$ cat config.mk
export PLATFORM = sky130hd
export DESIGN_NAME = tx_sample_feeder
export DESIGN_NICKNAME = d
export VERILOG_FILES = /design/src/rtl/tx_feeder_pkg.sv /design/src/rtl/setting_reg.sv /design/src/rtl/tx_time_compare.sv /design/src/rtl/tx_sample_feeder.sv
export SDC_FILE = /design/constraint.sdc
export NUM_CORES = 1
export LEC_CHECK = 0
export BUFFER_PORTS_ARGS = -buffer_cell sky130_fd_sc_hd__clkbuf_2
export CAP_MARGIN = 20
export CORE_MARGIN = 8
export CORE_UTILIZATION = 44
export DETAILED_ROUTE_END_ITERATION = 8
export PLACE_DENSITY = 0.83
export RECOVER_POWER = 100
export SYNTH_ARGS = -nofsm -noshare
export SYNTH_HDL_FRONTEND = slang
export SYNTH_SLANG_ARGS = --single-unit
$ cat constraint.sdc
create_clock -name dac_clk -period 2.7 [get_ports dac_clk]
set_clock_uncertainty 0.15 [all_clocks]
set_input_delay 0 -clock dac_clk [delete_from_list [all_inputs] [get_ports dac_clk]]
set_output_delay 0 -clock dac_clk [all_outputs]
set_load 0.02 [all_outputs]
$ cat src/rtl/tx_feeder_pkg.sv
// tx_feeder_pkg: shared state encoding, event codes and control bit layout for the TX sample feeder.
package tx_feeder_pkg;
  typedef enum logic [1:0] {
    IDLE      = 2'd0,
    WAIT_TIME = 2'd1,
    RUN       = 2'd2,
    FLUSH     = 2'd3
  } state_t;
  typedef enum logic [2:0] {
    EV_NONE     = 3'd0,
    EV_ACK      = 3'd1,
    EV_UNDERRUN = 3'd2,
    EV_LATE     = 3'd4
  } ev_t;
  localparam int CLEAR_BIT  = 0;
  localparam int POLICY_BIT = 1;
endpackage

$ cat src/rtl/setting_reg.sv
// setting_reg: setting-bus register latched on a write to its address.
module setting_reg #(
  parameter logic [7:0] MY_ADDR = 8'd0,
  parameter int WIDTH = 1,
  parameter logic [WIDTH-1:0] AT_RESET = '0
) (
  input  logic             clk,
  input  logic             rst,
  input  logic             strobe,
  input  logic [7:0]       addr,
  input  logic [WIDTH-1:0] in,
  output logic [WIDTH-1:0] out
);
  always_ff @(posedge clk)
    if (rst) out <= AT_RESET;
    else if (strobe && addr == MY_ADDR) out <= in;
endmodule

$ cat src/rtl/tx_time_compare.sv
// tx_time_compare: registered unsigned 64-bit now/late compare of vita_time against start_time.
module tx_time_compare (
  input  logic        dac_clk,
  input  logic        rst,
  input  logic [63:0] vita_time,
  input  logic [63:0] start_time,
  output logic        now,
  output logic        late
);
  always_ff @(posedge dac_clk)
    if (rst) begin
      now  <= 1'b0;
      late <= 1'b0;
    end else begin
      now  <= vita_time == start_time;
      late <= vita_time > start_time;
    end
endmodule

$ cat src/rtl/tx_sample_feeder.sv
// tx_sample_feeder: pops FIFO sample words to the TX DSP core on strobe, with timed start,
// underrun/late detection and burst status events.
module tx_sample_feeder
  import tx_feeder_pkg::*;
#(
  parameter logic [7:0] BASE = 8'd0,
  parameter int CNT_W = 16
) (
  input  logic             dac_clk,
  input  logic             rst,
  input  logic             set_stb,
  input  logic [7:0]       set_addr,
  input  logic [31:0]      set_data,
  input  logic [31:0]      in_data,
  input  logic             in_eob,
  input  logic             in_src_rdy,
  output logic             in_dst_rdy,
  input  logic [63:0]      start_time,
  input  logic             start_time_valid,
  input  logic [63:0]      vita_time,
  output logic [31:0]      sample,
  output logic             run,
  input  logic             strobe,
  output logic             err_stb,
  output logic [2:0]       err_code,
  output logic [CNT_W-1:0] underrun_count,
  output logic [31:0]      burst_samples
);
  state_t state, next_state;
  ev_t ev;
  logic policy, clear, kill, time_now, time_late, pop_run, underrun, unused_bits;
  assign clear = set_stb && set_addr == BASE && set_data[CLEAR_BIT];
  assign kill = rst | clear;
  assign unused_bits = ^set_data[31:2];
  setting_reg #(.MY_ADDR(BASE), .WIDTH(1), .AT_RESET(1'b0)) u_ctrl (
    .clk(dac_clk), .rst(rst), .strobe(set_stb), .addr(set_addr),
    .in(set_data[POLICY_BIT]), .out(policy)
  );
  tx_time_compare u_cmp (
    .dac_clk(dac_clk), .rst(rst), .vita_time(vita_time), .start_time(start_time),
    .now(time_now), .late(time_late)
  );
  assign pop_run  = ~kill & state == RUN & strobe & in_src_rdy;
  assign underrun = ~kill & state == RUN & strobe & ~in_src_rdy;
  assign in_dst_rdy = ~kill & in_src_rdy & (state == FLUSH | (state == RUN & strobe));
  assign sample = (state == RUN && in_src_rdy) ? in_data : 32'd0;
  assign err_code = ev;
  assign err_stb = ev != EV_NONE;
  always_comb begin
    next_state = state;
    ev = EV_NONE;
    case (state)
      IDLE:      next_state = in_src_rdy ? (start_time_valid ? WAIT_TIME : RUN) : IDLE;
      WAIT_TIME: next_state = time_now ? RUN : time_late ? FLUSH : WAIT_TIME;
      RUN:       next_state = (pop_run & in_eob) ? IDLE : (underrun & ~policy) ? FLUSH : RUN;
      FLUSH:     next_state = (in_src_rdy & in_eob) ? IDLE : FLUSH;
      default:   next_state = IDLE;
    endcase
    ev = kill ? EV_NONE
       : (state == WAIT_TIME && !time_now && time_late) ? EV_LATE
       : underrun ? EV_UNDERRUN
       : (pop_run && in_eob) ? EV_ACK
       : EV_NONE;
    if (kill) next_state = IDLE;
  end
  always_ff @(posedge dac_clk)
    if (rst) begin
      state          <= IDLE;
      run            <= 1'b0;
      underrun_count <= '0;
      burst_samples  <= '0;
    end else begin
      state <= next_state;
      run   <= next_state == RUN;
      underrun_count <= clear ? '0 : (underrun && !(&underrun_count)) ? underrun_count + 1'b1 : underrun_count;
      burst_samples  <= (clear || (state == IDLE && next_state != IDLE)) ? 32'd0
                      : pop_run ? burst_samples + 32'd1 : burst_samples;
    end
endmodule

# Word level (Yosys, flattened, before mapping)
# Cells that the tools add are included.
[op_classes]
add_sub_neg = 2
n_lt_le_gt_ge = 1
bitwise = 15
n_eq_ne = 5
n_reduce_logical = 18
n_mux = 14
[op_table]
columns = ["op", "count"]
rows = [
  ["64-bit equality test", 1],
  ["64-bit > comparator", 1],
  ["32-bit by 1-bit adder with 32-bit output (second input constant)", 1],
  ["32-bit two-way mux", 1],
  ["16-bit by 1-bit adder with 16-bit output (second input constant)", 1],
  ["2-bit two-way mux", 8],
  ["16-bit AND reduction", 1],
  ["1-bit AND", 10],
  ["1-bit logical AND", 8],
  ["8-bit zero test", 1],
  ["2-bit case mux with 4 select lines", 1],
  ["2-bit equality test (second input constant)", 3],
  ["3-bit two-way mux", 2],
  ["2-bit OR reduction", 2],
  ["1-bit inverter", 3],
  ["3-bit nonzero test", 1],
  ["2-bit by 1-bit equality test with 1-bit output (second input constant)", 1],
  ["1-bit zero test", 2],
  ["2-bit zero test", 1],
  ["1-bit two-way mux", 2],
  ["1-bit OR", 2],
  ["2-bit nonzero test", 1],
  ["1-bit logical OR", 1],
]
[totals]
input_bits = 207
ff_bits = 54
word_cells = 62

# Logic depth before layout (Yosys ltp)
[logic_depth]
ltp_word = 17
depth_mapped = 8
depth_no_buf = 8

# Modules after synthesis
# A second synthesis with hierarchy kept.
[unflattened]
cells_unflattened = 597
area_unflattened_um2 = 4697.0
[by_module_without_submodules]
columns = ["module", "seq_area_each_um2", "area_per_inst_um2", "n_inst", "cells_each"]
rows = [
  ["tx_sample_feeder", 1021.0, 2925.3, 1, 356],
  ["tx_time_compare", 40.0, 1700.4, 1, 233],
  ["setting_reg", 20.0, 71.3, 1, 8],
]

# Least setup slack after synthesis
# No wires, ideal clock.
[synth_timing]
kind = "reg2reg"
start = "register burst_samples[8]"
end = "register burst_samples[27]"
stages_incl_launch_ff = 8
t_arrival_ps = 1775
required_ps = 2434
setup_slack_ps = 660
period_less_slack_ps = 2040
cell_sequence = "dfxtp_1 and4_4 and4_4 nand4_4 buf_6 nor4_2 xnor2_1 nor2_2"
[synth_via]
elab_chain_cells = 1
[synth_lines]
columns = ["element", "line_no", "rtl"]
rows = [
  ["start, declared", "tx_sample_feeder.sv:27", "output logic [31:0] burst_samples"],
  ["start signal, assigned", "tx_sample_feeder.sv:76", "burst_samples <= (clear || (state == IDLE && next_state != IDLE)) ? 32'd0"],
  ["32-bit by 1-bit adder with 32-bit output", "tx_sample_feeder.sv:77", ": pop_run ? burst_samples + 32'd1 : burst_samples;"],
]
# Every way passes these cells.
# A chain may end at the register's enable or synchronous reset.

# Worst setup path in the final report
[layout_timing]
start = "input port rst"
end = "register underrun_count[3]"
[layout_via]
elab_chain_cells = 6
word_cells_on_any_way = 7
[layout_lines]
columns = ["element", "line_no", "rtl"]
rows = [
  ["start, declared", "tx_sample_feeder.sv:10", "input logic rst,"],
  ["1-bit OR", "tx_sample_feeder.sv:33", "assign kill = rst | clear;"],
  ["1-bit inverter", "tx_sample_feeder.sv:44", "assign underrun = ~kill & state == RUN & strobe & ~in_src_rdy;"],
  ["1-bit AND (3 in series)", "tx_sample_feeder.sv:44", ""],
  ["1-bit logical AND", "tx_sample_feeder.sv:75", "underrun_count <= clear ? '0 : (underrun && !(&underrun_count)) ? underrun_count + 1'b1 : underrun_count;"],
  ["end signal, assigned", "tx_sample_feeder.sv:75", ""],
  ["end, declared", "tx_sample_feeder.sv:26", "output logic [CNT_W-1:0] underrun_count,"],
]
# Several ways; a longest one is shown, not always the timed one.

==> results by stage <==
Final layout:
- The library cell used most frequently in the layout, excluding fill and tap cells, is sky130_fd_sc_hd__clkbuf_2.
- The diode insertion count for antenna repair is 0.
- At the end of the flow the core is filled with cells to 0.591.
- Of the cells placed in the final design, the portion with a size suffix greater than 1 is 0.254.
- The layout net count is 1112.
- The area growth from synthesis to layout is 32.3%.
- The top cell types in the final layout, fill and taps aside, are sky130_fd_sc_hd__clkbuf_2, sky130_fd_sc_hd__inv_1, sky130_fd_sc_hd__clkbuf_1.

Floorplan:
- The vertical extent of the die is 118 µm.
- The total area inside the core boundary comes to 0.0102 mm².
- For this configuration, the core starts out at a cell density of 0.447.
- The site row count is 37.
- The floorplan die area is between 0.01 and 0.015 mm².
- In this run the count of I/O pins placed on the die edge is 293.
- The chip width is 118 µm.

Power and ir drop:
- The leakage power is between 2 and 3 nW.
- Dividing total power by cell area gives a power density of 300 mW/mm².
- IR analysis of the VDD net gives a maximum drop of 0.000320 V.
- Summing internal, switching and leakage power gives 0.00180 W.

Timing:
- Setup violations remaining at the end of the flow were counted as 0.
- The final count of hold timing violations is 0.
- The pin slew with the least headroom to its limit is 0.712 ns.
- The total negative slack is 0 ns.
- The number of pins with negative max-slew slack in the final report is 0.
- The peak clock frequency supported by timing is 0.436 GHz.
- Setup repair after global routing left no endpoint under its margin.
- After layout, the minimum clock period comes to 2.29 ns.
- The final clock period utilization by the worst path is 0.849.
- The worst pin sits at a relative slew slack of 0.522.

Worst setup path:
- In this run the register-to-register setup slack is around 0.45 ns.
- The worst setup path is captured at a flop.
- The required time of the critical path is 2.76 ns.
- Walking the worst path, the cells encountered are dlygate4sd3_1, clkbuf_1, a41o_1, a211oi_1, and4_1, xnor2_1, nor2_1.
- The largest stage delay on the critical path is slightly below 0.7 ns.
- The maximum net fanout on the critical path is 15.
- The worst setup path category is input pin to flop.
- The slowest library cell on the worst path is sky130_fd_sc_hd__a211oi_1.
- Data arrives at the worst endpoint at between 2 and 2.5 ns.
- The critical path launch point type is an input pin.

Route:
- For this run, design rule violations remaining after detail routing come to 0.
- The first detailed-routing pass ran for 4 iterations.
- The detail-routed via count per cell is 4.98.
- The total wire length after detailed routing is approximately 14000 µm.
- The routed via count is slightly below 5000.
- The final antenna-violating net count is 0.
- The average wire length per cell after detail routing is ~14 µm.
- The DRC violation total after the first TritonRoute iteration is 279.

Global routing:
- The first global-routing pass estimated between 20000 and 25000 µm of wire.
- The total overflow left after global routing is 0.
- Entering global routing, the biggest net connects 33 pins.
- The number of global-route vias before repair is 4907.
- The number of antenna violations at the first check in global routing is 0.
- In the global route stage, overall resource usage came out at 0.194.

Clocking:
- The clock tree from TritonCTS is done.
- The number of buffers added by the clock tree synthesis step is 5.
- After clock tree synthesis, the clock-pin slew on the worst setup and hold paths is 0.09 ns.
- The H-tree was split into 2 levels.
- The number of clock sinks seen by CTS is 54.
- The clock tree buffer depth is 2.
- The tree is rooted in a sky130_fd_sc_hd__clkbuf_8.
- Once the clock tree was built, the resizer swapped 0 gates to a different size.
- The clock reaches the later pin of the worst-skew pair after 0.31 ns.

Logic synthesis:
- Among all flip-flop cells after synthesis, the most frequent one is sky130_fd_sc_hd__dfxtp_1.
- The average cell area after synthesis is 7.97 µm².
- For this run, the register share of the synthesized area comes to 0.238.
- In this run, synthesis inferred 0 flip-flops with an integrated enable.
- The synthesized flop and latch total is between 50 and 60.
- For this run, the number of Yosys warnings is 0.
- The number of different library cells in the post-synthesis netlist is 53.
- The share of flip-flops with an asynchronous set or reset is 0.
- The cell area that synthesis handed to floorplanning was 0.00455 mm².
- The net count after synthesis is approximately 840.
- The number of cells produced by synthesis is 571.

Placed design:
- Once detailed placement completed, the half-perimeter wirelength came to about 12000 µm.
- Port buffering added between 200 and 300 buffers.
- Routability-driven placement finished with a final weighted congestion of 0.782.

Hold path:
- The min-delay analysis places its worst path in the category input pin to flop.

Run:
- The max-capacitance violation count is 0.

Status:
- The run finished with clean final reports.
## layer usage
layer  global-route usage  wire [µm]
met1                0.209       5400
met2                0.353       7130
met3               0.0566        982
met4               0.0697        344
met5                    0          0
## cell families after synthesis
| kind of cell | count (synthesis) | share of synthesized area |
|---|---|---|
| AOI/OAI and AO/OA | 64 | 0.0973 |
| xor gates and xnor gates | 45 | 0.0866 |
| adders and majority gates | 66 | 0.181 |
| buffers and inverters | 87 | 0.0756 |
| DFF | 54 | 0.238 |
| muxes | 3 | 0.00660 |
| and+or+nand+nor | 252 | 0.315 |
## sequential cells by signal, indices dropped and copies added, names as in the netlist
| signal | count |
|---|---|
| u_cmp.now | 1 |
| state | 2 |
| burst_samples | 32 |
| u_ctrl.out | 1 |
| run | 1 |
| underrun_count | 16 |
| u_cmp.late | 1 |
## critical path: cells and delay by family
| family | cells | cell delay, ns |
|---|---|---|
| XOR/XNOR | 1 | 0.13 |
| buffers and inverters | 2 | 0.73 |
| AND/OR/NAND/NOR | 2 | 0.35 |
| AO/OA/AOI/OAI | 2 | 1.14 |
## through the flow
stage / cells / area (µm²) / hold slack, ns / setup slack (ns)
after floorplan: 571 / 4550 / -0.0776 / 0.660
after global placement: 960 / 5990 / 0.0825 / 0.462
after detailed placement: 960 / 5990 / 0.108 / 0.389
after CTS: 976 / 6180 / 0.00362 / 0.541
after global routing: 976 / 6020 / 0.0797 / 0.239
final: 976 / 6020 / 0.0280 / 0.408
## cells in the mapped netlist (2+ instances only)
cell type / number / share of area
sky130_fd_sc_hd__nand2b_1: 2 / 0.0027
sky130_fd_sc_hd__a21o_1: 3 / 0.0049
sky130_fd_sc_hd__inv_1: 75 / 0.062
sky130_fd_sc_hd__dfxtp_1: 54 / 0.24
sky130_fd_sc_hd__nand4_4: 2 / 0.0093
sky130_fd_sc_hd__nor4_1: 6 / 0.0082
sky130_fd_sc_hd__nor3_1: 11 / 0.012
sky130_fd_sc_hd__a221oi_1: 2 / 0.0039
sky130_fd_sc_hd__a31oi_1: 2 / 0.0027
sky130_fd_sc_hd__o21ai_0: 13 / 0.014
sky130_fd_sc_hd__and3_1: 7 / 0.0096
sky130_fd_sc_hd__a211o_1: 3 / 0.0058
sky130_fd_sc_hd__ha_1: 66 / 0.18
sky130_fd_sc_hd__and2_1: 37 / 0.051
sky130_fd_sc_hd__or3_1: 3 / 0.0041
sky130_fd_sc_hd__nor2_1: 73 / 0.060
sky130_fd_sc_hd__nand4_1: 22 / 0.030
sky130_fd_sc_hd__clkbuf_1: 5 / 0.0041
sky130_fd_sc_hd__nand2_1: 34 / 0.028
sky130_fd_sc_hd__and4_1: 7 / 0.013
sky130_fd_sc_hd__a211oi_1: 7 / 0.012
sky130_fd_sc_hd__xnor2_1: 30 / 0.058
sky130_fd_sc_hd__o22ai_1: 3 / 0.0041
sky130_fd_sc_hd__a21oi_1: 20 / 0.022
sky130_fd_sc_hd__xor2_1: 15 / 0.029
sky130_fd_sc_hd__mux2i_1: 3 / 0.0066
sky130_fd_sc_hd__nand3_1: 26 / 0.029
sky130_fd_sc_hd__and4_4: 2 / 0.0049
sky130_fd_sc_hd__nor4_2: 7 / 0.019
sky130_fd_sc_hd__nor4b_1: 2 / 0.0039
sky130_fd_sc_hd__nor2_2: 2 / 0.0027
sky130_fd_sc_hd__buf_2: 5 / 0.0055
sky130_fd_sc_hd__nor2b_1: 2 / 0.0027
## area by class of cell
class                           count  area [µm²]
Fill cell                         988        4170
Multi-Input combinational cell    430        3070
Timing Repair Buffer              273        1320
Sequential cell                    54        1080
Inverter                           75         282
Tap cell                          136         170
Clock buffer                        7        96.3
Clock inverter                      1        8.76
## report_power, final
part | internal (W) | switching [W] | leakage (nW)
Clock | 0.000235 | 0.000260 | 0.0544
Combinational | 0.000236 | 0.000259 | 2.44
Sequential | 0.000804 | 0.0000104 | 0.436
## final timing paths
path	startpoint	end	cells after the start
setup / recovery	rst	underrun_count[3]	7
hold / removal	in_eob	state[1]	4
setup reg to reg	state[1]	underrun_count[3]	6
hold reg to reg	burst_samples[31]	burst_samples[31]	2
## timing repair
item | 4_1_cts | 5_1_grt
endpoints found under the hold margin | 6 | 0
buffers inserted | 0 | 0
hold buffers | 8 | 0
No activity file was read; power rests on OpenSTA's default activity.
